$ cat config.mk
export PLATFORM = sky130hd
export DESIGN_NAME = donut_frame_reader
export DESIGN_NICKNAME = d
export VERILOG_FILES = /design/src/rtl/donut_pkg.sv /design/src/rtl/donut_pix_fifo.sv /design/src/rtl/donut_frame_reader.sv
export SDC_FILE = /design/constraint.sdc
export NUM_CORES = 1
export LEC_CHECK = 0
export BUFFER_PORTS_ARGS = -buffer_cell sky130_fd_sc_hd__buf_2
export CAP_MARGIN = 25
export CORE_MARGIN = 2
export CORE_UTILIZATION = 50
export DETAILED_ROUTE_END_ITERATION = 10
export PLACE_DENSITY_LB_ADDON = 0.1
export SLEW_MARGIN = 10
export SYNTH_ARGS = -nofsm -noshare
export SYNTH_HDL_FRONTEND = slang
export SYNTH_SLANG_ARGS = --single-unit
$ cat constraint.sdc
create_clock -name clk_i -period 16 [get_ports clk_i]
set_input_delay 4.8 -clock clk_i [delete_from_list [all_inputs] [get_ports clk_i]]
set_output_delay 4.8 -clock clk_i [all_outputs]
set_load 0.005 [all_outputs]
$ cat src/rtl/donut_pkg.sv
// Shared types and default geometry for the donut animation frame reader.
package donut_pkg;
  localparam int FRAME_W      = 640;
  localparam int FRAME_H      = 440;
  localparam int NUM_FRAMES   = 60;
  localparam int FRAME_PIXELS = FRAME_W * FRAME_H;
  localparam int TOTAL_PIXELS = FRAME_PIXELS * NUM_FRAMES;

  typedef logic [3:0] pix_t;

  typedef struct packed {
    pix_t       data;
    logic       sof;
    logic       eol;
    logic [7:0] frame;
  } pix_beat_t;
endpackage

$ cat src/rtl/donut_pix_fifo.sv
// Two-entry pixel FIFO with flush; no empty-FIFO bypass, so output latency stays fixed.
module donut_pix_fifo
  import donut_pkg::*;
(
  input  logic      clk_i,
  input  logic      rst_i,
  input  logic      flush_i,
  input  logic      push_i,
  input  pix_beat_t push_beat_i,
  input  logic      pop_i,
  output pix_beat_t head_o,
  output logic [1:0] occ_o
);
  pix_beat_t  r_mem [2];
  logic       r_rd_ptr;
  logic       r_wr_ptr;
  logic [1:0] r_occ;
  logic       w_push;
  logic       w_pop;

  assign w_push = push_i & (r_occ != 2'd2);
  assign w_pop  = pop_i & (r_occ != 2'd0);
  assign head_o = r_mem[r_rd_ptr];
  assign occ_o  = r_occ;

  always_ff @(posedge clk_i or posedge rst_i) begin
    if (rst_i) begin
      r_mem[0] <= '0;
      r_mem[1] <= '0;
      r_rd_ptr <= 1'b0;
      r_wr_ptr <= 1'b0;
      r_occ    <= 2'd0;
    end else if (flush_i) begin
      // Stale entries stay in r_mem but are unreachable once occupancy is zero.
      r_rd_ptr <= 1'b0;
      r_wr_ptr <= 1'b0;
      r_occ    <= 2'd0;
    end else begin
      if (w_push) begin
        r_mem[r_wr_ptr] <= push_beat_i;
        r_wr_ptr        <= ~r_wr_ptr;
      end
      if (w_pop) r_rd_ptr <= ~r_rd_ptr;
      r_occ <= r_occ + {1'b0, w_push} - {1'b0, w_pop};
    end
  end
endmodule

$ cat src/rtl/donut_frame_reader.sv
// Walks the frame ROM pixel by pixel and streams the words out with sof/eol/frame tags.
module donut_frame_reader #(
  parameter int FRAME_W     = donut_pkg::FRAME_W,
  parameter int FRAME_H     = donut_pkg::FRAME_H,
  parameter int NUM_FRAMES  = donut_pkg::NUM_FRAMES,
  parameter int HOLD_FRAMES = 1,
  parameter int DATA_W      = 4,
  parameter int ADDR_W      = 32
) (
  input  logic              clk_i,
  input  logic              rst_i,
  input  logic              en_i,
  input  logic              restart_i,
  output logic              rom_cen_o,
  output logic [ADDR_W-1:0] rom_addr_o,
  input  logic [DATA_W-1:0] rom_data_i,
  output logic [DATA_W-1:0] pix_data_o,
  output logic              pix_valid_o,
  input  logic              pix_ready_i,
  output logic              pix_sof_o,
  output logic              pix_eol_o,
  output logic [7:0]        frame_idx_o
);
  localparam logic [ADDR_W-1:0] FRAME_STEP = ADDR_W'(FRAME_W * FRAME_H);

  logic [ADDR_W-1:0]    r_addr;
  logic [ADDR_W-1:0]    r_base;
  logic [15:0]          r_x;
  logic [15:0]          r_y;
  logic [7:0]           r_frame;
  logic [7:0]           r_hold;
  logic                 r_inflight;
  logic                 r_side_sof;
  logic                 r_side_eol;
  logic [7:0]           r_side_frame;

  logic [1:0]           w_occ;
  logic [2:0]           w_level;
  logic                 w_valid;
  logic                 w_pop;
  logic                 w_issue;
  logic                 w_sof_pix;
  logic                 w_eol_pix;
  logic                 w_eof;
  donut_pkg::pix_beat_t w_head;
  donut_pkg::pix_beat_t w_push_beat;

  // Stream handshake: a pixel moves when pix_valid_o & pix_ready_i; while valid is
  // high and ready is low, data and tags hold. Valid never depends on ready.
  assign w_valid = (w_occ != 2'd0);
  assign w_pop   = w_valid & pix_ready_i;

  // Slots already claimed after this cycle's pop; a new read needs one free slot.
  assign w_level = {1'b0, w_occ} + {2'b0, r_inflight} - {2'b0, w_pop};
  assign w_issue = ~rst_i & en_i & ~restart_i & (w_level < 3'd2);

  assign w_sof_pix = (r_x == 16'd0) && (r_y == 16'd0);
  assign w_eol_pix = (r_x == 16'(FRAME_W - 1));
  assign w_eof     = w_eol_pix && (r_y == 16'(FRAME_H - 1));

  assign w_push_beat = '{data: donut_pkg::pix_t'(rom_data_i), sof: r_side_sof,
                         eol: r_side_eol, frame: r_side_frame};

  always_ff @(posedge clk_i or posedge rst_i) begin
    if (rst_i) begin
      r_addr       <= '0;
      r_base       <= '0;
      r_x          <= '0;
      r_y          <= '0;
      r_frame      <= '0;
      r_hold       <= '0;
      r_inflight   <= 1'b0;
      r_side_sof   <= 1'b0;
      r_side_eol   <= 1'b0;
      r_side_frame <= '0;
    end else if (restart_i) begin
      r_addr     <= '0;
      r_base     <= '0;
      r_x        <= '0;
      r_y        <= '0;
      r_frame    <= '0;
      r_hold     <= '0;
      r_inflight <= 1'b0;
    end else begin
      r_inflight <= w_issue;
      if (w_issue) begin
        r_side_sof   <= w_sof_pix;
        r_side_eol   <= w_eol_pix;
        r_side_frame <= r_frame;
        if (w_eol_pix) begin
          r_x <= '0;
          r_y <= w_eof ? 16'd0 : r_y + 16'd1;
        end else begin
          r_x <= r_x + 16'd1;
        end
        if (!w_eof) begin
          r_addr <= r_addr + 1'b1;
        end else if (r_hold != 8'(HOLD_FRAMES - 1)) begin
          r_hold <= r_hold + 8'd1;
          r_addr <= r_base;
        end else if (r_frame == 8'(NUM_FRAMES - 1)) begin
          r_hold  <= '0;
          r_frame <= '0;
          r_base  <= '0;
          r_addr  <= '0;
        end else begin
          r_hold  <= '0;
          r_frame <= r_frame + 8'd1;
          r_base  <= r_base + FRAME_STEP;
          r_addr  <= r_base + FRAME_STEP;
        end
      end
    end
  end

  donut_pix_fifo u_fifo (
    .clk_i       (clk_i),
    .rst_i       (rst_i),
    .flush_i     (restart_i),
    .push_i      (r_inflight),
    .push_beat_i (w_push_beat),
    .pop_i       (w_pop),
    .head_o      (w_head),
    .occ_o       (w_occ)
  );

  assign rom_cen_o   = w_issue;
  assign rom_addr_o  = r_addr;
  assign pix_valid_o = w_valid;
  assign pix_data_o  = w_valid ? DATA_W'(w_head.data) : '0;
  assign pix_sof_o   = w_valid & w_head.sof;
  assign pix_eol_o   = w_valid & w_head.eol;
  assign frame_idx_o = w_valid ? w_head.frame : 8'd0;
endmodule

---- Yosys cells after proc, flatten, opt, wreduce, memory -nomap -nowiden ----
Cells that the tools add are included.
storage, ports and cells
  flip-flop bits (word level) ............. 155
  input bits .............................. 9
  output and inout bits ................... 48
  logic and storage cells ................. 109
cells by class
  $add $sub $neg .......................... 10
  magnitude comparators ................... 4
  equal/unequal tests ..................... 5
  multiplexer cells ....................... 38
  bitwise gates (word level) .............. 14
  reduce and logical (&&, ||, !) cells .... 17
operators by type and width
  cell                      count
  $mux W32                  8
  $mux W16                  7
  $mux W8                   10
  $mux W14                  4
  $add A16 B1 Y16 const B   2
  $add A32 B1 Y32 const B   1
  $add A32 B19 Y32 const B  1
  $logic_not A16 Y1         2
  $bwmux W28                1
  $add A8 B1 Y8 const B     2
  $eq A16 B10 Y1 const B    1
  $eq A16 B9 Y1 const B     1
  $demux W14 S1             1
  $reduce_bool A2 Y1        6
  $and A1 B1 Y1             8
  $eq A8 B6 Y1 const B      1
  $reduce_and A2 Y1         4
  $reduce_bool A8 Y1        1
  $mux W1                   5
  $ge A2 B2 Y1 const B      2
  $mux W4                   1
  $ne A2 B2 Y1 const B      2
  $not A1 Y1                4
  $not A1 Y2                2
  9 further kinds           11

---- Longest topological paths before layout ----
Gate-level depths: netlist of run 1.
  word-level depth ........................ 7
  gate-level depth with buffers ........... 14
  depth with buffers taken out ............ 13

---- By module ----
From an unflattened synthesis of run 1, not the netlist that was laid out.
second synthesis, totals
  cell total of the unflattened synthesis .. 894
  area, all modules ....................... 8380.5 sq um
by module, submodules not included
  module              times used  cells an instance  area an instance (sq um)  seq. area each (sq um)
  donut_frame_reader  1           795                6926.6                    3078.0
  donut_pix_fifo      1           99                 1453.9                    800.8

---- Worst setup path after synthesis of run 1 ----
No wires, ideal clock.
  path kind ............................... input to output
  start point ............................. input pix_ready_i
  end point ............................... output rom_cen_o
  data arrival time ....................... 6.799 ns
  data required time ...................... 11.200 ns
  slack ................................... 4.401 ns
  stages .................................. 10
  path buffers ............................ 2
  cell sequence ........................... nor2b_1 > ha_1 > inv_1 > nand2_1 > fa_1 > nor4bb_1 > nand2_1 > clkbuf_1 > clkbuf_1 > inv_1
between the ends
  cells in the longest elaborated chain, start to end .. 4
ends and longest elaborated chain
  what           line                      RTL
  from (decl)    donut_frame_reader.sv:19  input logic pix_ready_i,
  $and A1 B1 Y1  donut_frame_reader.sv:51  assign w_pop = w_valid & pix_ready_i;
  $sub A3 B1 Y3  donut_frame_reader.sv:54  assign w_level = {1'b0, w_occ} + {2'b0, r_inflight} - {2'b0, w_pop};
  $lt A3 B2 Y1   donut_frame_reader.sv:55  assign w_issue = ~rst_i & en_i & ~restart_i & (w_level < 3'd2);
  $and A1 B1 Y1  donut_frame_reader.sv:55
  to (decl)      donut_frame_reader.sv:14  output logic rom_cen_o,
Every way passes these cells.

---- Final worst setup path of run 1 ----
Same ends and word-level chain as after synthesis.

==> impl_metrics.prom, run 1 <==
# TYPE chip_impl_metric gauge
chip_impl_metric{name="delay_of_the_slowest_critical_path_stage",unit="ns"} 0.48
chip_impl_metric{name="total_clock_buffers_created_by_cts",unit=""} 17
chip_impl_info{name="clock_tree.root_cell",value="clkbuf_16"} 1
chip_impl_metric{name="drc",unit=""} 0
chip_impl_info{name="yosys.area.top_type",value="dfrtp_1"} 1
chip_impl_metric{name="die_width",unit="µm"} 133
chip_impl_metric{name="asyncSetResetFlopFracSynth",unit="%"} 100
chip_impl_metric{name="finalWirelength",unit="mm"} 20.7
chip_impl_metric{name="synth-seq-cells",unit=""} 155
chip_impl_metric{name="max_freq",unit="MHz"} 86.2
chip_impl_metric{name="cts_setup_buffers",unit=""} 0
chip_impl_metric{name="tns",unit="ns"} 0
chip_impl_metric{name="standby_leakage_power",unit="nW"} 4.22
chip_impl_info{name="synth_top_cells_by_area",value="dfrtp_1 (47%), nand2_1 (6.2%), nor2_1 (4.0%)"} 1
chip_impl_info{name="main_combinational_cell_family_by_area_after_synthesis",value="simple AND/OR/NAND/NOR gates"} 1
chip_impl_info{name="cp-start-kind",value="primary input"} 1
chip_impl_info{name="crit_path_start",value="pix_ready_i"} 1
chip_impl_metric{name="synth.area.mux_share",unit="%"} 5.75
chip_impl_metric{name="synth.top_cell.area_share",unit="%"} 46.9
chip_impl_metric{name="power_per_cell_area",unit="nW/µm²"} 107
chip_impl_metric{name="worst-slew-pin-transition",unit="ns"} 0.895
chip_impl_metric{name="finalSetupViolCount",unit=""} 0
chip_impl_metric{name="design_power_total",unit="µW"} 998
chip_impl_info{name="cpLargestDelayFamily",value="adder cells"} 1
chip_impl_info{name="hp-start",value="r_x[15]"} 1
chip_impl_metric{name="hold_viol_final",unit=""} 0
chip_impl_info{name="postSynth.topFlopCell",value="dfrtp_1"} 1
chip_impl_metric{name="num_vias",unit=""} 6889
chip_impl_metric{name="row_count",unit=""} 47
chip_impl_metric{name="synth_edf_count",unit=""} 0
chip_impl_metric{name="drt_iter0_markers",unit=""} 558
chip_impl_metric{name="placed_area",unit="µm²"} 8770
chip_impl_info{name="holdCritPathClass",value="reg -> reg"} 1
chip_impl_metric{name="post-route-period-util",unit="%"} 72.5
chip_impl_metric{name="yosys_warnings",unit=""} 0
chip_impl_metric{name="postSynthAreaPerCell",unit="µm²"} 9.20
chip_impl_metric{name="report.final.slew_viol_count",unit=""} 0
chip_impl_metric{name="post_drt_wl_per_cell",unit="µm"} 17.5
chip_impl_metric{name="synth_xor_area_share",unit="%"} 5.93
chip_impl_metric{name="ctsHtreeMaxLevel",unit=""} 4
chip_impl_metric{name="detailed_route_vias_per_instance",unit=""} 5.83
chip_impl_metric{name="layout.core_utilization",unit="%"} 57.0
chip_impl_metric{name="insertion_delay",unit="ns"} 0.42
chip_impl_metric{name="timing.slew.headroom",unit="%"} 39.8
chip_impl_metric{name="synthesis.area",unit="µm²"} 8270
chip_impl_metric{name="post_detail_place_hpwl",unit="mm"} 13.7
chip_impl_metric{name="clock_tree_buf_depth",unit=""} 2
chip_impl_metric{name="synth_simple_gate_area_share",unit="%"} 24.4
chip_impl_metric{name="number_of_antenna_violations_at_the_first_check_in_global_routing",unit=""} 0
chip_impl_metric{name="finalInstanceArea",unit="µm²"} 9350
chip_impl_metric{name="yosysSeqAreaShare",unit="%"} 46.9
chip_impl_metric{name="layout.nets",unit=""} 970
chip_impl_metric{name="antenna_cell_count",unit=""} 0
chip_impl_metric{name="place.detailed.instances",unit=""} 1149
chip_impl_metric{name="global_route_wire_length_before_repair",unit="mm"} 34.7
chip_impl_metric{name="global_placement_routability_congestion",unit=""} 0.849
chip_impl_metric{name="detail-route-antenna-nets",unit=""} 0
chip_impl_metric{name="complex_gate_fraction_of_the_synthesized_area",unit="%"} 12.3
chip_impl_metric{name="die_area",unit="µm²"} 17600
chip_impl_metric{name="synth_fa_ha_area_share",unit="%"} 2.06
chip_impl_metric{name="floorplan.initialDensity",unit="%"} 50.4
chip_impl_metric{name="rrSetupSlack",unit="ns"} 11.55
chip_impl_info{name="top_library_cells_by_usage_in_the_layout_fill_and_taps_aside",value="dfrtp_1 (155), nand2_1 (136), nor2_1 (87), o21ai_0 (58), buf_2 (56)"} 1
chip_impl_metric{name="cts-hold-fix-buffers",unit=""} 0
chip_impl_info{name="setup.worst_path.class",value="in -> out"} 1
chip_impl_metric{name="cts_resized",unit=""} 0
chip_impl_info{name="critPathCaptureType",value="output pin"} 1
chip_impl_metric{name="final_worst_clock_skew",unit="ns"} 0.0108
chip_impl_metric{name="critPathMaxFanout",unit=""} 22
chip_impl_metric{name="die_height",unit="µm"} 133
chip_impl_info{name="cp_slowest_cell",value="fa_1"} 1
chip_impl_metric{name="layout-drive-gt1-share",unit="%"} 14.2
chip_impl_metric{name="vias_in_the_first_global_route",unit=""} 6472
chip_impl_metric{name="critical_path_required",unit="ns"} 11.20
chip_impl_metric{name="vdd_ir_max",unit="mV"} 0.0805
chip_impl_info{name="cts_tree",value="built"} 1
chip_impl_metric{name="critical_path_buf_inv_count",unit=""} 5
chip_impl_metric{name="grt_max_degree",unit=""} 96
chip_impl_metric{name="post_layout_nonfiller_instances",unit=""} 1181
chip_impl_info{name="run_status",value="completed"} 1
chip_impl_metric{name="fin_crit",unit="ns"} 11.59
chip_impl_metric{name="critical_path_arrival",unit="ns"} 6.79
chip_impl_metric{name="drv_cap",unit=""} 0
chip_impl_info{name="timing.rr.start",value="u_fifo.occ_o[1]"} 1
chip_impl_metric{name="clock_edge_transition_at_the_registers_on_the_reported_setup_and_hold_paths",unit="ns"} 0.07
chip_impl_metric{name="place.port_buffers",unit=""} 56
chip_impl_metric{name="drt_first_pass_iters",unit=""} 5
chip_impl_info{name="path_cells",value="buf_2, nor2b_1, ha_1, inv_1, nand2_1, fa_1, nor4bb_1, nand2_1, buf_4, inv_1, buf_2"} 1
chip_impl_metric{name="net_count_after_synthesis",unit=""} 921
chip_impl_metric{name="core-area",unit="µm²"} 16400
chip_impl_metric{name="groute.usage.overall",unit="%"} 24.5
chip_impl_metric{name="io_pins",unit=""} 57
chip_impl_metric{name="globalRoute.totalOverflow",unit=""} 0
chip_impl_metric{name="clock_sinks",unit=""} 155
chip_impl_info{name="final_common_cell",value="dfrtp_1"} 1
chip_impl_metric{name="synth.distinct_cells",unit=""} 59
chip_impl_metric{name="synthesis.instances",unit=""} 899
chip_impl_info{name="rsz0062_at_grt",value="no"} 1
chip_impl_metric{name="flow.area_growth_from_synthesis",unit="%"} 13.0
## worst paths after layout
kind                                    end  depth (start not counted)
max reg2reg                      r_base[16]                         13
min reg2reg                         r_x[15]                          1
min in group asynchronous  u_fifo.r_mem[27]                          2
max                               rom_cen_o                         11
max in group asynchronous        r_base[12]                          3
min                                 r_x[15]                          1
## per-stage QoR
step | setup WS (ns) | hold slack, ns
floorplan | 4.40 | 0.453
finish | 4.41 | 0.483
global route | 4.23 | 0.497
global placement | 4.47 | 0.470
CTS | 4.41 | 0.490
detailed placement | 4.41 | 0.471
## power breakdown
| part | internal, mW | leakage [nW] | total [mW] | switching, mW |
|---|---|---|---|---|
| Sequential | 0.412 | 2.15 | 0.433 | 0.0214 |
| Clock | 0.236 | 0.286 | 0.406 | 0.170 |
| Combinational | 0.0601 | 1.78 | 0.159 | 0.0992 |
## cells in the mapped netlist (3+ instances only)
master / number
a211oi_1: 3
a21o_1: 3
a21oi_1: 33
a221o_1: 6
a31oi_1: 10
and2_1: 19
and3_1: 17
and4_1: 7
buf_2: 4
clkbuf_1: 28
dfrtp_1: 155
ha_1: 12
inv_1: 20
mux2_2: 28
mux2i_1: 16
nand2_1: 136
nand3_1: 50
nand4_1: 29
nor2_1: 88
nor2b_1: 4
nor3_1: 17
nor4_1: 13
nor4b_1: 3
o211ai_1: 11
o21ai_0: 58
o21ai_1: 10
o221ai_1: 3
o311ai_0: 6
o31ai_1: 6
o41ai_1: 3
or3_1: 7
or4_1: 4
or4_4: 3
xnor2_1: 26
xor2_1: 30
## final cells by class
class,count,area [µm²]
inverter,22,87.6
fill,1491,7060
clock buffer,20,447
tap,220,275
timing repair buffer,65,348
sequential,155,3880
clock inverter,12,135
multi-input combinational,687,4180
## per-layer routing
layer  share of wire [%]  wire [µm]  GRT usage [%]
met1                  50      10300           37.1
met2                  45       9340           36.3
met4                 1.1        228           6.27
met3                 3.9        807           4.64
met5                   0          0              0
## sequential cells by signal, summed over array words and instances, names as in the netlist
| name | count |
|---|---|
| u_fifo.r_mem | 28 |
| r_base | 32 |
| rom_addr_o | 32 |
| r_y | 16 |
| u_fifo.r_wr_ptr | 1 |
| r_side_frame | 8 |
| r_hold | 8 |
| u_fifo.occ_o | 2 |
| u_fifo.r_rd_ptr | 1 |
| r_side_sof | 1 |
| r_inflight | 1 |
| r_side_eol | 1 |
| r_frame | 8 |
| r_x | 16 |
## cells by family (layout without fill, tap and decap cells)
family	after synthesis	after routing
AND/OR/NAND/NOR	411	411
flip-flops	155	155
buffers and inverters	57	119
multiplexers	44	44
AO/OA/AOI/OAI	163	163
XOR/XNOR	56	56
adder cells (fa/ha/maj)	13	13
Note: power is estimated with default switching activity, not from simulation.
==> run 2, diff against run 1 <==
==> constraint.sdc (replaced) <==
create_clock -name clk_i -period 10.9 [get_ports clk_i]
set_input_delay 3.27 -clock clk_i [delete_from_list [all_inputs] [get_ports clk_i]]
set_output_delay 3.27 -clock clk_i [all_outputs]
set_load 0.005 [all_outputs]
==> impl_metrics.prom, run 2 (synthesis gave the netlist of run 1 again) <==
# TYPE chip_impl_metric gauge
chip_impl_metric{name="final_worst_clock_skew",unit="ns"} 0.0113
chip_impl_info{name="cp_slowest_cell",value="fa_1"} 1
chip_impl_info{name="rsz0062_at_grt",value="no"} 1
chip_impl_info{name="hp-start",value="r_base[4]"} 1
chip_impl_metric{name="core-area",unit="µm²"} 16400
chip_impl_info{name="setup.worst_path.class",value="in -> out"} 1
chip_impl_metric{name="tns",unit="ns"} 0
chip_impl_metric{name="delay_of_the_slowest_critical_path_stage",unit="ns"} 0.49
chip_impl_metric{name="share_comb_of_total_power",unit="%"} 15.9
chip_impl_metric{name="power_per_cell_area",unit="nW/µm²"} 157
chip_impl_info{name="path_cells",value="buf_2, nor2b_1, ha_1, inv_1, nand2_1, fa_1, nor4bb_1, nand2_1, buf_4, inv_1, buf_2"} 1
chip_impl_metric{name="fin_crit",unit="ns"} 8.53
chip_impl_metric{name="rrSetupSlack",unit="ns"} 6.27
chip_impl_metric{name="detailed_route_vias_per_instance",unit=""} 5.74
chip_impl_metric{name="global_route_wire_length_before_repair",unit="mm"} 33.6
chip_impl_metric{name="io_pins",unit=""} 57
chip_impl_metric{name="net-switching-power",unit="µW"} 417
chip_impl_metric{name="num_vias",unit=""} 6779
chip_impl_metric{name="floorplan.initialDensity",unit="%"} 50.4
chip_impl_metric{name="p_int",unit="mW"} 1.06
chip_impl_metric{name="report.final.slew_viol_count",unit=""} 0
chip_impl_metric{name="clock_edge_transition_at_the_registers_on_the_reported_setup_and_hold_paths",unit="ns"} 0.06
chip_impl_info{name="cpLargestDelayFamily",value="adder cells"} 1
chip_impl_metric{name="number_of_antenna_violations_at_the_first_check_in_global_routing",unit=""} 0
chip_impl_metric{name="global_placement_routability_congestion",unit=""} 0.843
chip_impl_metric{name="layout.core_utilization",unit="%"} 57.2
chip_impl_metric{name="layout.nets",unit=""} 971
chip_impl_info{name="timing.rr.start",value="u_fifo.occ_o[1]"} 1
chip_impl_metric{name="flow.area_growth_from_synthesis",unit="%"} 13.5
chip_impl_metric{name="drv_cap",unit=""} 0
chip_impl_metric{name="pre_cts_slack",unit="ns"} 2.37
chip_impl_metric{name="die_height",unit="µm"} 133
chip_impl_metric{name="cts-hold-fix-buffers",unit=""} 0
chip_impl_info{name="cp-start-kind",value="primary input"} 1
chip_impl_metric{name="cts_resized",unit=""} 0
chip_impl_metric{name="cp_num_cells",unit=""} 11
chip_impl_metric{name="total_clock_buffers_created_by_cts",unit=""} 17
chip_impl_metric{name="finalSetupViolCount",unit=""} 0
chip_impl_info{name="final_common_cell",value="dfrtp_1"} 1
chip_impl_metric{name="final_critical_path_setup_slack",unit="ns"} 2.37
chip_impl_metric{name="vdd_ir_max",unit="mV"} 0.118
chip_impl_metric{name="vias_in_the_first_global_route",unit=""} 6378
chip_impl_metric{name="detail-route-antenna-nets",unit=""} 0
chip_impl_metric{name="timing.slew.headroom",unit="%"} 42.4
chip_impl_metric{name="insertion_delay",unit="ns"} 0.43
chip_impl_metric{name="post-route-period-util",unit="%"} 78.2
chip_impl_metric{name="max_freq",unit="MHz"} 117
chip_impl_info{name="cts_tree",value="built"} 1
chip_impl_metric{name="clock_sinks",unit=""} 155
chip_impl_metric{name="hold_viol_final",unit=""} 0
chip_impl_metric{name="globalRoute.totalOverflow",unit=""} 0
chip_impl_metric{name="drc",unit=""} 0
chip_impl_metric{name="design_power_total",unit="mW"} 1.48
chip_impl_metric{name="post_detail_place_hpwl",unit="mm"} 13.6
chip_impl_metric{name="drt_first_pass_iters",unit=""} 5
chip_impl_info{name="run_status",value="completed"} 1
chip_impl_metric{name="clock_tree_buf_depth",unit=""} 2
chip_impl_metric{name="drt_iter0_markers",unit=""} 507
chip_impl_metric{name="grt_max_degree",unit=""} 85
chip_impl_metric{name="critical_path_buf_inv_count",unit=""} 5
chip_impl_metric{name="cts_setup_buffers",unit=""} 0
chip_impl_metric{name="critical_path_arrival",unit="ns"} 5.26
chip_impl_info{name="clock_tree.root_cell",value="clkbuf_16"} 1
chip_impl_metric{name="ctsHtreeMaxLevel",unit=""} 4
chip_impl_metric{name="hold_depth",unit=""} 1
chip_impl_metric{name="layout-drive-gt1-share",unit="%"} 14.0
chip_impl_info{name="min_to",value="r_base[4]"} 1
chip_impl_metric{name="worstRegToRegCells",unit=""} 14
chip_impl_info{name="holdCritPathClass",value="reg -> reg"} 1
chip_impl_info{name="top_library_cells_by_usage_in_the_layout_fill_and_taps_aside",value="dfrtp_1 (155), nand2_1 (136), nor2_1 (87), o21ai_0 (58), buf_2 (56)"} 1
chip_impl_metric{name="worst-slew-pin-transition",unit="ns"} 0.856
chip_impl_info{name="critPathCaptureType",value="output pin"} 1
chip_impl_metric{name="critPathMaxFanout",unit=""} 22
chip_impl_metric{name="antenna_cell_count",unit=""} 0
chip_impl_metric{name="power.share.clock",unit="%"} 41.1
chip_impl_metric{name="die_width",unit="µm"} 133
chip_impl_metric{name="finalWirelength",unit="mm"} 20.2
chip_impl_metric{name="groute.usage.overall",unit="%"} 23.8
chip_impl_metric{name="die_area",unit="µm²"} 17600
chip_impl_metric{name="power.share.switching",unit="%"} 28.2
chip_impl_metric{name="standby_leakage_power",unit="nW"} 4.23
chip_impl_metric{name="critical_path_required",unit="ns"} 7.63
chip_impl_metric{name="place.port_buffers",unit=""} 56
chip_impl_info{name="rr_endpoint",value="r_base[16]"} 1
chip_impl_metric{name="row_count",unit=""} 47
chip_impl_metric{name="filler_cell_count",unit=""} 1489
chip_impl_metric{name="post_drt_wl_per_cell",unit="µm"} 17.1
chip_impl_metric{name="power.sequential.fraction",unit="%"} 43.0
==> run 2: layout make-up <==
class | instances | area (µm²) | area share (%)
clock buffer | 22 | 454 | 4.84
clock inverter | 10 | 141 | 1.51
inverter | 22 | 87.6 | 0.932
multi-input combinational | 687 | 4180 | 44.5
sequential | 155 | 3880 | 41.3
tap | 220 | 275 | 2.93
timing repair buffer | 66 | 375 | 4.00
==> run 2: power by group through the flow <==
stage | clock network [mW] | logic [mW] | registers (mW)
after floorplan | 0 | 0.174 | 0.631
after global placement | 0 | 0.230 | 0.646
after detailed placement | 0 | 0.236 | 0.646
after CTS | 0.616 | 0.238 | 0.636
after global routing | 0.640 | 0.266 | 0.641
final | 0.607 | 0.236 | 0.636
==> run 2: per-layer routing <==
layer	wire length, µm	global-route usage (%)	up-vias
met2	9240	35.6	135
met3	927	4.98	13
met1	9840	35.6	3318
met5	0	0	-
met4	166	5.91	0
li1	-	-	3313
==> run 2: worst max-delay path by stage <==
stage / start / endpoint / slack (ns)
after floorplan: pix_ready_i / rom_cen_o / 2.36
after detailed placement: pix_ready_i / rom_cen_o / 2.37
after CTS: pix_ready_i / rom_cen_o / 2.36
final: pix_ready_i / rom_cen_o / 2.37
after global placement: pix_ready_i / rom_cen_o / 2.40
after global routing: pix_ready_i / rom_cen_o / 2.23
==> run 2: metrics by stage <==
step,area (µm²),instances,hold slack (ns)
3_3_place_gp,8760,1148,0.470
2_1_floorplan,8270,899,0.453
3_5_place_dp,8770,1149,0.471
6_report,9390,1182,0.480
4_1_cts,9370,1181,0.486
5_1_grt,9390,1182,0.494
==> run 2: worst reg2reg max path: stages, from the launching register on <==
cell and delay, ns:
dfrtp_1 0.42, nor2_1 0.40, buf_4 0.27, nor2b_1 0.11
ha_1 0.28, inv_1 0.07, nand2_1 0.07, fa_1 0.49
nor4bb_1 0.22, nand2_1 0.09, buf_4 0.23, clkinv_1 0.39
nand4_1 0.21, or4_1 0.87, o41ai_1 0.41
==> run 3, diff against run 2 <==
==> constraint.sdc (replaced) <==
create_clock -name clk_i -period 8.4 [get_ports clk_i]
set_input_delay 2.52 -clock clk_i [delete_from_list [all_inputs] [get_ports clk_i]]
set_output_delay 2.52 -clock clk_i [all_outputs]
set_load 0.005 [all_outputs]
==> impl_metrics.prom, run 3 (synthesis gave the netlist of run 1 again) <==
# TYPE chip_impl_metric gauge
chip_impl_metric{name="globalRoute.totalOverflow",unit=""} 0
chip_impl_info{name="cp-start-kind",value="primary input"} 1
chip_impl_metric{name="drv_cap",unit=""} 0
chip_impl_info{name="timing.rr.start",value="u_fifo.occ_o[1]"} 1
chip_impl_metric{name="post-route-period-util",unit="%"} 81.6
chip_impl_metric{name="place.port_buffers",unit=""} 56
chip_impl_metric{name="layout.core_utilization",unit="%"} 57.3
chip_impl_metric{name="die_height",unit="µm"} 133
chip_impl_metric{name="max_freq",unit="MHz"} 146
chip_impl_metric{name="insertion_delay",unit="ns"} 0.44
chip_impl_metric{name="rrSetupSlack",unit="ns"} 3.66
chip_impl_metric{name="number_of_antenna_violations_at_the_first_check_in_global_routing",unit=""} 0
chip_impl_metric{name="detail-route-antenna-nets",unit=""} 0
chip_impl_metric{name="power.share.clock",unit="%"} 40.8
chip_impl_metric{name="clock_tree_buf_depth",unit=""} 2
chip_impl_info{name="cts_tree",value="built"} 1
chip_impl_metric{name="finalWirelength",unit="mm"} 20.6
chip_impl_info{name="min_to",value="r_base[1]"} 1
chip_impl_metric{name="num_vias",unit=""} 6816
chip_impl_metric{name="global_route_wire_length_before_repair",unit="mm"} 34.2
chip_impl_metric{name="io_pins",unit=""} 57
chip_impl_metric{name="critPathMaxFanout",unit=""} 3
chip_impl_metric{name="standby_leakage_power",unit="nW"} 4.24
chip_impl_metric{name="final_worst_clock_skew",unit="ns"} 0.00830
chip_impl_metric{name="cts-hold-fix-buffers",unit=""} 0
chip_impl_info{name="clock_tree.root_cell",value="clkbuf_16"} 1
chip_impl_metric{name="die_width",unit="µm"} 133
chip_impl_metric{name="final.hold.worst_slack",unit="ns"} 0.484
chip_impl_metric{name="antenna_cell_count",unit=""} 0
chip_impl_metric{name="critical_path_required",unit="ns"} 5.88
chip_impl_metric{name="hold_viol_final",unit=""} 0
chip_impl_metric{name="post_detail_place_hpwl",unit="mm"} 13.7
chip_impl_metric{name="layout.nets",unit=""} 972
chip_impl_metric{name="hold_depth",unit=""} 1
chip_impl_info{name="hp-start",value="r_base[1]"} 1
chip_impl_metric{name="vias_in_the_first_global_route",unit=""} 6494
chip_impl_metric{name="worstRegToRegCells",unit=""} 14
chip_impl_metric{name="net-switching-power",unit="µW"} 572
chip_impl_metric{name="drt_iter0_markers",unit=""} 531
chip_impl_info{name="run_status",value="completed"} 1
chip_impl_metric{name="grt_max_degree",unit=""} 82
chip_impl_metric{name="vdd_ir_max",unit="mV"} 0.153
chip_impl_metric{name="flow.area_growth_from_synthesis",unit="%"} 13.7
chip_impl_metric{name="power.sequential.fraction",unit="%"} 42.9
chip_impl_metric{name="power.share.switching",unit="%"} 29.7
chip_impl_metric{name="report.final.slew_viol_count",unit=""} 0
chip_impl_metric{name="clock_sinks",unit=""} 155
chip_impl_metric{name="row_count",unit=""} 47
chip_impl_info{name="crit_path_start",value="pix_ready_i"} 1
chip_impl_metric{name="die_area",unit="µm²"} 17600
chip_impl_metric{name="share_comb_of_total_power",unit="%"} 16.3
chip_impl_info{name="critPathCaptureType",value="output pin"} 1
chip_impl_metric{name="cts_resized",unit=""} 0
chip_impl_metric{name="global_placement_routability_congestion",unit=""} 0.839
chip_impl_metric{name="timing.slew.headroom",unit="%"} 41.0
chip_impl_metric{name="critical_path_arrival",unit="ns"} 4.33
chip_impl_metric{name="finalSetupViolCount",unit=""} 0
chip_impl_info{name="holdCritPathClass",value="reg -> reg"} 1
chip_impl_info{name="rsz0062_at_grt",value="no"} 1
chip_impl_metric{name="clock_edge_transition_at_the_registers_on_the_reported_setup_and_hold_paths",unit="ns"} 0.06
chip_impl_metric{name="drt_first_pass_iters",unit=""} 6
chip_impl_metric{name="power_per_cell_area",unit="nW/µm²"} 205
chip_impl_metric{name="tns",unit="ns"} 0
chip_impl_metric{name="cts_setup_buffers",unit=""} 0
chip_impl_metric{name="core-area",unit="µm²"} 16400
chip_impl_info{name="setup.worst_path.class",value="in -> out"} 1
chip_impl_metric{name="detailed_route_vias_per_instance",unit=""} 5.76
chip_impl_metric{name="post_drt_wl_per_cell",unit="µm"} 17.4
chip_impl_metric{name="worst-slew-pin-transition",unit="ns"} 0.885
chip_impl_metric{name="total_clock_buffers_created_by_cts",unit=""} 17
chip_impl_metric{name="layout-drive-gt1-share",unit="%"} 14.5
chip_impl_metric{name="floorplan.initialDensity",unit="%"} 50.4
chip_impl_metric{name="ctsHtreeMaxLevel",unit=""} 4
chip_impl_info{name="top_library_cells_by_usage_in_the_layout_fill_and_taps_aside",value="dfrtp_1 (155), nand2_1 (136), nor2_1 (87), o21ai_0 (58), buf_2 (56)"} 1
chip_impl_metric{name="groute.usage.overall",unit="%"} 24.2
chip_impl_metric{name="fin_crit",unit="ns"} 6.85
chip_impl_metric{name="drc",unit=""} 0
chip_impl_info{name="rr_endpoint",value="r_base[16]"} 1
chip_impl_info{name="final_common_cell",value="dfrtp_1"} 1
chip_impl_metric{name="p_int",unit="mW"} 1.36
-- run 3: changes by cell type in the layout (fill, tap and decap cells not counted) --
cell and change:
bufinv_16 -1, inv_8 +1, inv_6 +4, clkbuf_1 -4, buf_6 +1
-- run 3: worst max-delay path by stage --
stage | end | slack (ns)
after floorplan | rom_cen_o | 1.36
after global placement | rom_cen_o | 1.62
after detailed placement | rom_cen_o | 1.57
after CTS | rom_cen_o | 1.57
after global routing | rom_cen_o | 1.47
final | rom_cen_o | 1.55
-- run 3: final cells by class --
type / instances / area (µm²)
multi-input cells: 687 / 4180
well taps: 220 / 275
clock inverters: 14 / 158
fillers: 1507 / 7000
inverters: 22 / 87.6
clock buffers: 18 / 439
repair buffers: 67 / 387
flip-flops and latches: 155 / 3880
-- run 3: worst max-delay path, stage by stage --
cell,delay [ns]
buf_2,0.07
nor2b_1,0.24
ha_1,0.28
inv_1,0.08
nand2_1,0.07
fa_1,0.49
nor4bb_1,0.24
nand2_1,0.17
inv_1,0.07
buf_2,0.10
-- run 3: per-stage QoR --
stage / instance area (µm²) / instances / power, mW / setup slack (ns)
final: 9410 / 1183 / 1.93 / 1.55
after global routing: 9410 / 1183 / 2.01 / 1.47
after CTS: 9380 / 1182 / 1.94 / 1.57
after detailed placement: 8780 / 1150 / 1.15 / 1.57
after global placement: 8770 / 1149 / 1.14 / 1.62
after floorplan: 8270 / 899 / 1.04 / 1.36
-- run 3: power groups by stage --
stage	Clock (mW)	Sequential [mW]	Combinational, mW
after floorplan	0	0.819	0.226
after global placement	0	0.838	0.302
after detailed placement	0	0.839	0.313
after CTS	0.798	0.825	0.315
after global routing	0.829	0.832	0.346
final	0.787	0.826	0.314
-- run 3: routing by layer --
metal  global-route usage [%]  wire length (µm)  vias to the layer above
met2                     36.3              9300                      122
met1                     36.4             10400                     3345
met4                     5.73               212                        0
met5                        0                 0                        -
li1                         -                 -                     3326
met3                     4.87               711                       23
